===== config.mk =====
export PLATFORM = sky130hd
export DESIGN_NAME = encoder_rr
export DESIGN_NICKNAME = d
export VERILOG_FILES = /design/src/rtl/encoder_rr.sv
export SDC_FILE = /design/constraint.sdc
export NUM_CORES = 1
export LEC_CHECK = 0
export ABC_CLOCK_PERIOD_IN_PS = 3600
export CORE_MARGIN = 4
export CORE_UTILIZATION = 35
export DETAILED_ROUTE_END_ITERATION = 8
export MAX_ROUTING_LAYER = met4
export PLACE_DENSITY = 0.78
export SLEW_MARGIN = 0
export SYNTH_ARGS = -nofsm -noshare
export SYNTH_HDL_FRONTEND = slang
export SYNTH_SLANG_ARGS = --single-unit

===== constraint.sdc =====
create_clock -name clk -period 3.6 [get_ports clk]
set_input_delay 0.54 -clock clk [delete_from_list [all_inputs] [get_ports clk]]
set_output_delay 0.54 -clock clk [all_outputs]
set_load 0.02 [all_outputs]

===== src/rtl/encoder_rr.sv =====
// Registered round-robin priority encoder with valid/ready handshake on both sides.
// Define ENCODER_ROUND_ROBIN_EN for rotating priority; otherwise the lowest set bit wins.
module encoder_rr #(
  parameter int OutputSize = 5
) (
  input  logic                       clk,
  input  logic                       reset_n,
  input  logic [(1<<OutputSize)-1:0] req_i,
  input  logic                       valid_i,
  output logic                       ready_o,
  output logic [OutputSize-1:0]      data_o,
  output logic                       valid_o,
  input  logic                       ready_i
);

  localparam int N = 1 << OutputSize;

  logic [OutputSize-1:0] data_q, data_d;
  logic                  valid_q, valid_d;
  logic [OutputSize-1:0] grant_idx;
  logic                  accept;

  function automatic logic [OutputSize-1:0] lowest_set(input logic [N-1:0] v);
    logic [OutputSize-1:0] idx;
    idx = '0;
    for (int i = N - 1; i >= 0; i--) begin
      if (v[i]) idx = i[OutputSize-1:0];
    end
    return idx;
  endfunction

  // The slot is free when empty or when the held grant leaves on this edge.
  assign ready_o = !valid_q || ready_i;
  assign accept  = valid_i && ready_o;
  assign data_o  = data_q;
  assign valid_o = valid_q;

`ifdef ENCODER_ROUND_ROBIN_EN
  logic [OutputSize-1:0] ptr_q, ptr_d;
  logic [N-1:0]          masked_req;

  // Bits at or above ptr win first; if none are set, wrap to the unmasked vector.
  always_comb begin
    masked_req = req_i & ({N{1'b1}} << ptr_q);
    if (masked_req != '0) grant_idx = lowest_set(masked_req);
    else                  grant_idx = lowest_set(req_i);
  end

  always_comb begin
    ptr_d = ptr_q;
    if (accept && req_i != '0) ptr_d = grant_idx + 1'b1;
  end

  always_ff @(posedge clk) begin
    if (!reset_n) ptr_q <= '0;
    else          ptr_q <= ptr_d;
  end
`else
  always_comb grant_idx = lowest_set(req_i);
`endif

  always_comb begin
    // NOTE: every combinationally written signal gets a default first, so no latch is inferred.
    data_d  = data_q;
    valid_d = valid_q;
    if (accept) begin
      if (req_i != '0) begin
        data_d  = grant_idx;
        valid_d = 1'b1;
      end else begin
        valid_d = 1'b0;
      end
    end else if (valid_q && ready_i) begin
      valid_d = 1'b0;
    end
  end

  // NOTE: state flops use non-blocking assignments; reset is synchronous, so it sits inside the clocked branch.
  always_ff @(posedge clk) begin
    if (!reset_n) begin
      data_q  <= '0;
      valid_q <= 1'b0;
    end else begin
      data_q  <= data_d;
      valid_q <= valid_d;
    end
  end

endmodule

==> impl_metrics.yaml, run 1 <==
setup_path:
  path_buf_inv: 2
  crit_path_top_delay_cell: "clkdlybuf4s50_1"
  worst_path_most_repeated_cell: "clkdlybuf4s50_1"
  cp_cell_sequence: "clkdlybuf4s50_1 > nand2b_1 > clkdlybuf4s50_1"
  cp-start-kind: "input port"
  worstPathRequired_ps: 3060
  end_kind: "output port"
  worst-path-stages: 3
  critPathKind: "in2out"
  reg2regPathDepth: 4
  cp_top_family: "buffers and inverters"
  crit_arrival_ps: 1840
  cp_max_fo: 4
  cp_slowest_stage_delay_ps: 650
pwr:
  p_seq_share_pct: 31.9
  pwr-share-comb_pct: 42.0
  power_leakage_nw: 0.398
  swShare_pct: 27.6
  power_frac_clock_pct: 26.1
  switchingPower_uw: 61.1
  powerDensity_mw_per_mm2: 194
  intPower_uw: 160
  power_uw: 221
  vdd_drop_max_mv: 0.193
floorplanning:
  io_pins: 43
  dieArea_mm2: 0.00265
  rows: 15
  fp.dieW_um: 51.5
  coreArea_mm2: 0.00176
  die_y_um: 51.5
  initial_core_util_pct: 37.6
place:
  dpl_cell_area_mm2: 0.00111
  port_buffers: 42
  finalWeightedCongestion: 0.774
  hpwl_um: 1690
sta:
  finalSetupViolCount: 0
  grt_setup_unrepaired: "no"
  slew_headroom_pct: 69.4
  skew_ps: 4.02
  min_period_ps: 2380
  tightest_slew_ps: 455
  fmax_ghz: 0.420
  slew_viol_final: 0
  fin_crit_sh_pct: 66.1
  hold_viol: 0
  finalSetupTns_ps: 0
clock_network:
  cts_tree: "yes"
  post_cts_buffers: 0
  ctsResizeCount: 0
  cts.sinks: 6
  postCtsHoldBufs: 0
  clock-root-buffer: "clkbuf_4"
  cts_buffers: 3
  clk_latency_ps: 240
  htreeDepth: 1
  clk_path_buf_depth: 2
  clk_pin_slew_worst_paths_ps: 40
synth:
  async_flop_share_pct: 0
  synth_area_leaders: "dfxtp_1, nor4_4, nor2_1, nor4_2, o311ai_4"
  synth-compound-area-share_pct: 33.8
  synth_top_family_by_area: "simple AND/OR/NAND/NOR gates"
  yosysSeqAreaShare_pct: 18.1
  synth_top_area_share_pct: 18.1
  synth-xor-area-share_pct: 0
  synthFlopType: "dfxtp_1"
  syn_inst: 84
  synth_fa_ha_area_share_pct: 0
  synth_top_cell_by_area: "dfxtp_1"
  synth_area_um2: 663
  syn_nets: 120
  post_synth_num_cell_types: 33
  ys_ff_latch: 6
  synth_edf_count: 0
  synth-simple-area-share_pct: 44.7
  avgSynthCellArea_um2: 7.89
  yosys_warnings: 0
  synth.area.mux_share_pct: 0
worst_hold_path:
  holdPathStages: 2
  hold_path.class: "reg2reg"
routing:
  route.detailed.wl_per_inst_um: 12.7
  vias_per_cell: 5.42
  antenna_left: 0
  dr.pass1.iters: 4
  wirelength_um: 1950
  dr_total_vias: 835
  first_iter_violations: 10
  drc: 0
global_routing:
  globalRouteOverflowTotal: 0
  grt_pass1_wl_um: 3260
  grt_pass1_vias: 808
  grt_max_degree: 10
  antenna_found_initial: 0
  grt_usage_pct: 15.7
cells_and_area:
  utilization_pct: 64.5
  area_growth_pct: 71.5
  final_layout_size_suffix_gt1_share_pct: 10.1
  antennaDiodeCount: 0
  design_area_mm2: 0.00114
  nNetsFinal: 167
run:
  max_cap_viol_count: 0
outcome:
  run_status: "complete, no violations"
==> final timing paths <==
check,startpoint,endpoint,slack (ps)
worst max-delay path,ready_i,ready_o,1220
worst min-delay path,data_o[2],data_o[2],470
worst max register to register,valid_o,data_o[3],2330
worst min register to register,data_o[2],data_o[2],470
==> flip-flops by register name, summed over array words and instances (netlist names) <==
name and flops:
data_o 5, valid_o 1
==> layer usage <==
layer  vias up  GRT usage [%]  wire length (µm)
met3         0           4.58               170
met4         0              0                 0
li1        428              -                 -
met5         -              -                 0
met1       373           19.3               858
met2        34           27.3               924
==> synth_stat cells (2+ instances only) <==
cell      instances
nor4_1            3
nand3_1           3
nand2_1           5
nor4_2            3
nor2_1           10
o21ai_0           5
nor4b_1           2
a21oi_1           4
o21a_1            2
inv_1             6
nor2b_1           2
nor4_4            2
nor3_1            4
o31ai_1           3
a32o_1            2
o211ai_1          2
a31oi_1           2
a21boi_1          2
dfxtp_1           6
nand2b_1          3
==> cells by family (layout without fill, tap and decap cells) <==
kind of cell | after synthesis | count (layout)
AOI/OAI and AO/OA | 29 | 29
buffers and inverters | 6 | 51
DFF | 6 | 6
and+or+nand+nor | 43 | 43
==> power by group through the flow <==
stage / clock [mW] / combinational, mW / sequential, mW
after floorplan: 0 / 0.0253 / 0.0748
after global placement: 0 / 0.0919 / 0.0717
after detailed placement: 0 / 0.0924 / 0.0717
after CTS: 0.0605 / 0.0931 / 0.0705
after global routing: 0.0650 / 0.101 / 0.0708
final: 0.0577 / 0.0928 / 0.0706
==> placed cells by master, fill, tap and decap left out, types with 2 or more instances in the layout <==
master | Yosys | routed
nor4b_1 | 2 | 2
a31oi_1 | 2 | 2
o21a_1 | 2 | 2
nand2b_1 | 3 | 3
a32o_1 | 2 | 2
nor4_4 | 2 | 2
o21ai_0 | 5 | 5
nor2b_1 | 2 | 2
inv_1 | 6 | 6
nand2_1 | 5 | 5
a21oi_1 | 4 | 4
clkdlybuf4s50_1 | 0 | 42
dfxtp_1 | 6 | 6
nand3_1 | 3 | 3
o211ai_1 | 2 | 2
a21boi_1 | 2 | 2
nor3_1 | 4 | 4
nor2_1 | 10 | 10
nor4_2 | 3 | 3
o31ai_1 | 3 | 3
nor4_1 | 3 | 3
clkbuf_4 | 0 | 3
==> area by class of cell <==
type | instances | area [µm²]
fillers | 166 | 627
multi-input cells | 72 | 520
repair buffers | 42 | 420
flip-flops and latches | 6 | 120
well taps | 25 | 31.3
clock buffers | 3 | 22.5
inverters | 6 | 22.5
==> metrics by stage <==
stage / setup slack [ps] / hold WS [ps] / instances
2_1_floorplan: 1620 / 529 / 84
3_3_place_gp: 1060 / 454 / 151
3_5_place_dp: 1010 / 465 / 151
4_1_cts: 1210 / 471 / 154
5_1_grt: 1110 / 508 / 154
6_report: 1220 / 467 / 154
==> tightest hold or removal path: cells and delay by family, from the launching register on <==
kind             cells  cell delay [ps]
AO/OA/AOI/OAI        1               60
flip-flops           1              300
AND/OR/NAND/NOR      1               60
Power figures use the tool's default switching activity.
==> run 2, diff against run 1 <==
- ABC_CLOCK_PERIOD_IN_PS: 3600 -> 2100
- CORE_UTILIZATION: 35 -> 32
- PLACE_DENSITY: 0.78 -> 0.75
- clock period: 3.6 -> 2.1 ns (I/O delays scaled with it)
==> run 2 against run 1 <==
Net effect:
- first-iteration DRC count is 70% higher
- critical path depth is 4 higher
- total power is 95% higher
- wire length is 33% higher
- global-route usage is 4.5 points higher
- die area is 7.9% higher
- count of clock-buffer cells in the layout stayed put
- worst hold slack worse by 16 ps
- register-to-register slack worse by 1500 ps
- clock skew is 0.52 ps lower
- setup slack worse by 1100 ps
- combinational power is 120% higher
==> impl_metrics.yaml, run 2 (same netlist as run 1, synthesis figures left out) <==
clock_network:
  cts_tree: "yes"
  clk_pin_slew_worst_paths_ps: 40
  htreeDepth: 1
  cts_buffers: 3
  clk_path_buf_depth: 2
  cts.sinks: 6
  clk_latency_ps: 250
  clock-root-buffer: "clkbuf_4"
cells_and_area:
  final_cell_mix: "clkdlybuf4s50_1, buf_4, nor2_1, inv_1, dfxtp_1"
  design_area_mm2: 0.00143
  antennaDiodeCount: 0
  final_cells: 193
  final_common_cell: "clkdlybuf4s50_1"
  area_growth_pct: 115
  largest_reg_flops: 5
  final_layout_size_suffix_gt1_share_pct: 30.1
  nNetsFinal: 204
routing:
  dr_total_vias: 997
  antenna_left: 0
  route.detailed.wl_per_inst_um: 13.4
  wirelength_um: 2590
  first_iter_violations: 17
  vias_per_cell: 5.17
  drc: 0
  dr.pass1.iters: 4
sta:
  slew_headroom_pct: 74.9
  finalSetupViolCount: 0
  min_period_ps: 1980
  fin_crit_sh_pct: 94.3
  hold_viol: 0
  finalSetupTns_ps: 0
  skew_ps: 3.50
  hold_ws_ps: 451
  tightest_slew_ps: 376
  slew_viol_final: 0
  fmax_ghz: 0.505
place:
  placed_cells: 189
  finalWeightedCongestion: 0.819
  port_buffers: 42
  hpwl_um: 2290
  dpl_cell_area_mm2: 0.00139
global_routing:
  grt_usage_pct: 20.2
  antenna_found_initial: 0
  grt_pass1_wl_um: 4170
  met2_usage_pct: 40.6
  use_met3_pct: 1.41
  grt_max_degree: 10
  globalRouteOverflowTotal: 0
  busiest_layer: "met2"
  grtUsageMet1_pct: 19.4
  grt_pass1_vias: 1026
floorplanning:
  die_y_um: 53.5
  dieArea_mm2: 0.00286
  rows: 16
  coreArea_mm2: 0.00196
  fp.dieW_um: 53.5
  initial_core_util_pct: 33.8
  io_pins: 43
pwr:
  power_uw: 432
  vdd_drop_max_mv: 0.175
  powerDensity_mw_per_mm2: 303
  power_leakage_nw: 0.605
worst_hold_path:
  hold_path.class: "reg2reg"
setup_path:
  path_buf_inv: 2
  worstPathRequired_ps: 2230
  cp-start-kind: "input port"
  cp_max_fo: 7
  crit_path_top_delay_cell: "clkdlybuf4s50_1"
  end_kind: "register"
  crit_arrival_ps: 2110
  cp_slowest_stage_delay_ps: 420
  cp_cell_sequence: "clkdlybuf4s50_1 > nor4_1 > buf_4 > nand2_1 > o311ai_4 > nor4b_1 > a32o_1"
  cp_top_family: "compound AO/OA/AOI/OAI gates"
  critPathKind: "in2reg"
outcome:
  run_status: "complete, no violations"
run:
  max_cap_viol_count: 0
==> run 2: cell type report <==
type                       instances  area [µm²]
timing repair buffer              79         706
fill                             169         537
multi-input combinational         72         520
sequential                         6         120
tap                               27        33.8
clock buffer                       3        22.5
inverter                           6        22.5
==> run 2: tightest hold or removal path, stage by stage, from the launching register on <==
cell	delay, ps
dfxtp_1	300
nand2_1	50
a21boi_1	50
==> run 2: report_power, final <==
| part | internal [mW] | total [mW] | switching, mW | leakage (nW) |
|---|---|---|---|---|
| Sequential | 0.119 | 0.121 | 0.00224 | 0.0490 |
| Combinational | 0.126 | 0.205 | 0.0791 | 0.542 |
| Clock | 0.0646 | 0.106 | 0.0416 | 0.0138 |
==> run 2: path summary, 6_finish.rpt <==
path	start	end	slack, ps	cells after the start
setup reg to reg	valid_o	data_o[3]	850	5
setup / recovery	req_i[19]	data_o[0]	120	7
hold / removal	data_o[3]	data_o[3]	450	2
hold reg to reg	data_o[3]	data_o[3]	450	2
==> run 2: layer usage <==
layer	wire length [µm]	share of wire (%)
met5	0	0
met4	40	1.5
met3	128	4.9
met2	1400	54
met1	1020	39
==> run 2: stage by stage <==
step | util (%) | worst slack, ps
after detailed placement | 70.7 | -192
final | 72.6 | 119
after CTS | 71.9 | 76.4
after global placement | 70.7 | -117
after floorplan | - | 348
after global routing | 72.6 | -12.8
==> run 2: what timing repair did <==
action,CTS,global route
buffers inserted,0,1
gates resized for setup,0,3
hold buffers,0,0
endpoints found under the setup margin,0,3
==> run 3, diff against run 2 <==
- CORE_MARGIN: 4 -> not set
==> run 3 against run 2 <==
Net effect:
- critical path depth unchanged
- count of clock-buffer cells in the layout unchanged
- setup slack got worse by 67 ps
- critical path type unchanged
- highest routed layer unchanged
==> impl_metrics.yaml, run 3 (same netlist as run 1, synthesis figures left out) <==
outcome:
  run_status: "complete, no violations"
floorplanning:
  die_y_um: 47.5
  io_pins: 43
  coreArea_mm2: 0.00196
  rows: 16
  initial_core_util_pct: 33.8
  dieArea_mm2: 0.00226
  fp.dieW_um: 47.5
cells_and_area:
  final_cells: 193
  antennaDiodeCount: 0
  utilization_pct: 73.0
  largest_reg_flops: 5
  design_area_mm2: 0.00143
  final_layout_size_suffix_gt1_share_pct: 30.7
  nNetsFinal: 204
  final_common_cell: "clkdlybuf4s50_1"
  final_cell_mix: "clkdlybuf4s50_1, buf_4, nor2_1, inv_1, dfxtp_1"
  area_growth_pct: 116
place:
  port_buffers: 42
  finalWeightedCongestion: 0.847
  dpl_cell_area_mm2: 0.00138
  hpwl_um: 2040
  placed_cells: 188
pwr:
  pwr-share-comb_pct: 47.0
  intPower_uw: 311
  powerDensity_mw_per_mm2: 304
  power_uw: 436
  vdd_drop_max_mv: 0.220
  power_frac_clock_pct: 25.2
  switchingPower_uw: 125
  p_seq_share_pct: 27.8
  power_leakage_nw: 0.598
  swShare_pct: 28.6
routing:
  route.detailed.wl_per_inst_um: 12.0
  antenna_left: 0
  drc: 0
  first_iter_violations: 23
  vias_per_cell: 5.01
  wirelength_um: 2320
  dr.pass1.iters: 4
  dr_total_vias: 967
sta:
  hold_viol: 0
  fmax_ghz: 0.488
  slew_headroom_pct: 73.1
  finalSetupViolCount: 0
  skew_ps: 1.77
  tightest_slew_ps: 402
  fin_crit_sh_pct: 97.5
  hold_ws_ps: 455
  slew_viol_final: 0
  min_period_ps: 2050
global_routing:
  globalRouteOverflowTotal: 0
  grt_pass1_vias: 935
  grt_pass1_wl_um: 3580
  grt_usage_pct: 23.2
  grt_max_degree: 10
  antenna_found_initial: 0
run:
  max_cap_viol_count: 0
setup_path:
  end_kind: "register"
  critPathKind: "in2reg"
  cp-start-kind: "input port"
  crit_arrival_ps: 2190
  worstPathRequired_ps: 2240
  cp_max_fo: 6
worst_hold_path:
  hold_path.class: "reg2reg"
clock_network:
  cts.sinks: 6
  clk_pin_slew_worst_paths_ps: 40
  cts_buffers: 3
  clk_path_buf_depth: 2
  clk_latency_ps: 250
  cts_tree: "yes"
  clock-root-buffer: "clkbuf_4"
  htreeDepth: 1
  postCtsHoldBufs: 0
## run 3: cell count changes in the layout (fill, tap and decap cells not counted)
| cell | before | now |
|---|---|---|
| buf_4 | 37 | 36 |
| buf_6 | 0 | 1 |
| clkdlybuf4s50_1 | 39 | 40 |
| dlymetal6s2s_1 | 3 | 2 |
| nor4b_1 | 2 | 1 |
| nor4b_2 | 0 | 1 |
## run 3: repair_timing
item / in CTS / in global routing
gates resized for setup: 0 / 4
buffers inserted: 0 / 2
setup endpoints to repair: 0 / 3
hold endpoints to repair: 0 / 0
## run 3: metal layers
metal	wire, µm	global-route usage [%]	up-vias
li1	-	-	503
met1	948	24.4	433
met2	1260	43.0	27
met3	66	1.51	4
met4	38	11.4	0
met5	0	-	-
## run 3: area by class of cell
type | instances | area [µm²]
fill | 167 | 529
timing repair buffer | 79 | 707
inverter | 6 | 22.5
clock buffer | 3 | 22.5
multi-input combinational | 72 | 527
tap | 27 | 33.8
sequential | 6 | 120
## run 3: per-stage QoR
step,setup WS [ps],setup TNS [ps]
global route,-13.4,-13.5
floorplan,348,0
CTS,86.9,0
finish,51.9,0
global placement,-116,-417
detailed placement,-194,-726
## run 3: power by group through the flow
stage	logic [mW]	registers [mW]	clock network (mW)
3_3_place_gp	0.195	0.123	0
2_1_floorplan	0.0434	0.128	0
3_5_place_dp	0.200	0.123	0
6_report	0.205	0.121	0.110
5_1_grt	0.221	0.121	0.119
4_1_cts	0.200	0.121	0.114
## run 3: final timing paths
path,from,to,slack (ps),depth (start not counted)
setup / recovery,req_i[25],data_o[3],50,7
hold / removal,data_o[3],data_o[3],460,2
setup reg to reg,valid_o,data_o[3],710,6
hold reg to reg,data_o[3],data_o[3],460,2
## run 3: critical path, cell delays in order
cell	delay [ps]
clkdlybuf4s50_1	440
or4_4	490
nand2b_4	160
o311ai_4	430
buf_4	190
a311o_2	100
a21boi_1	50
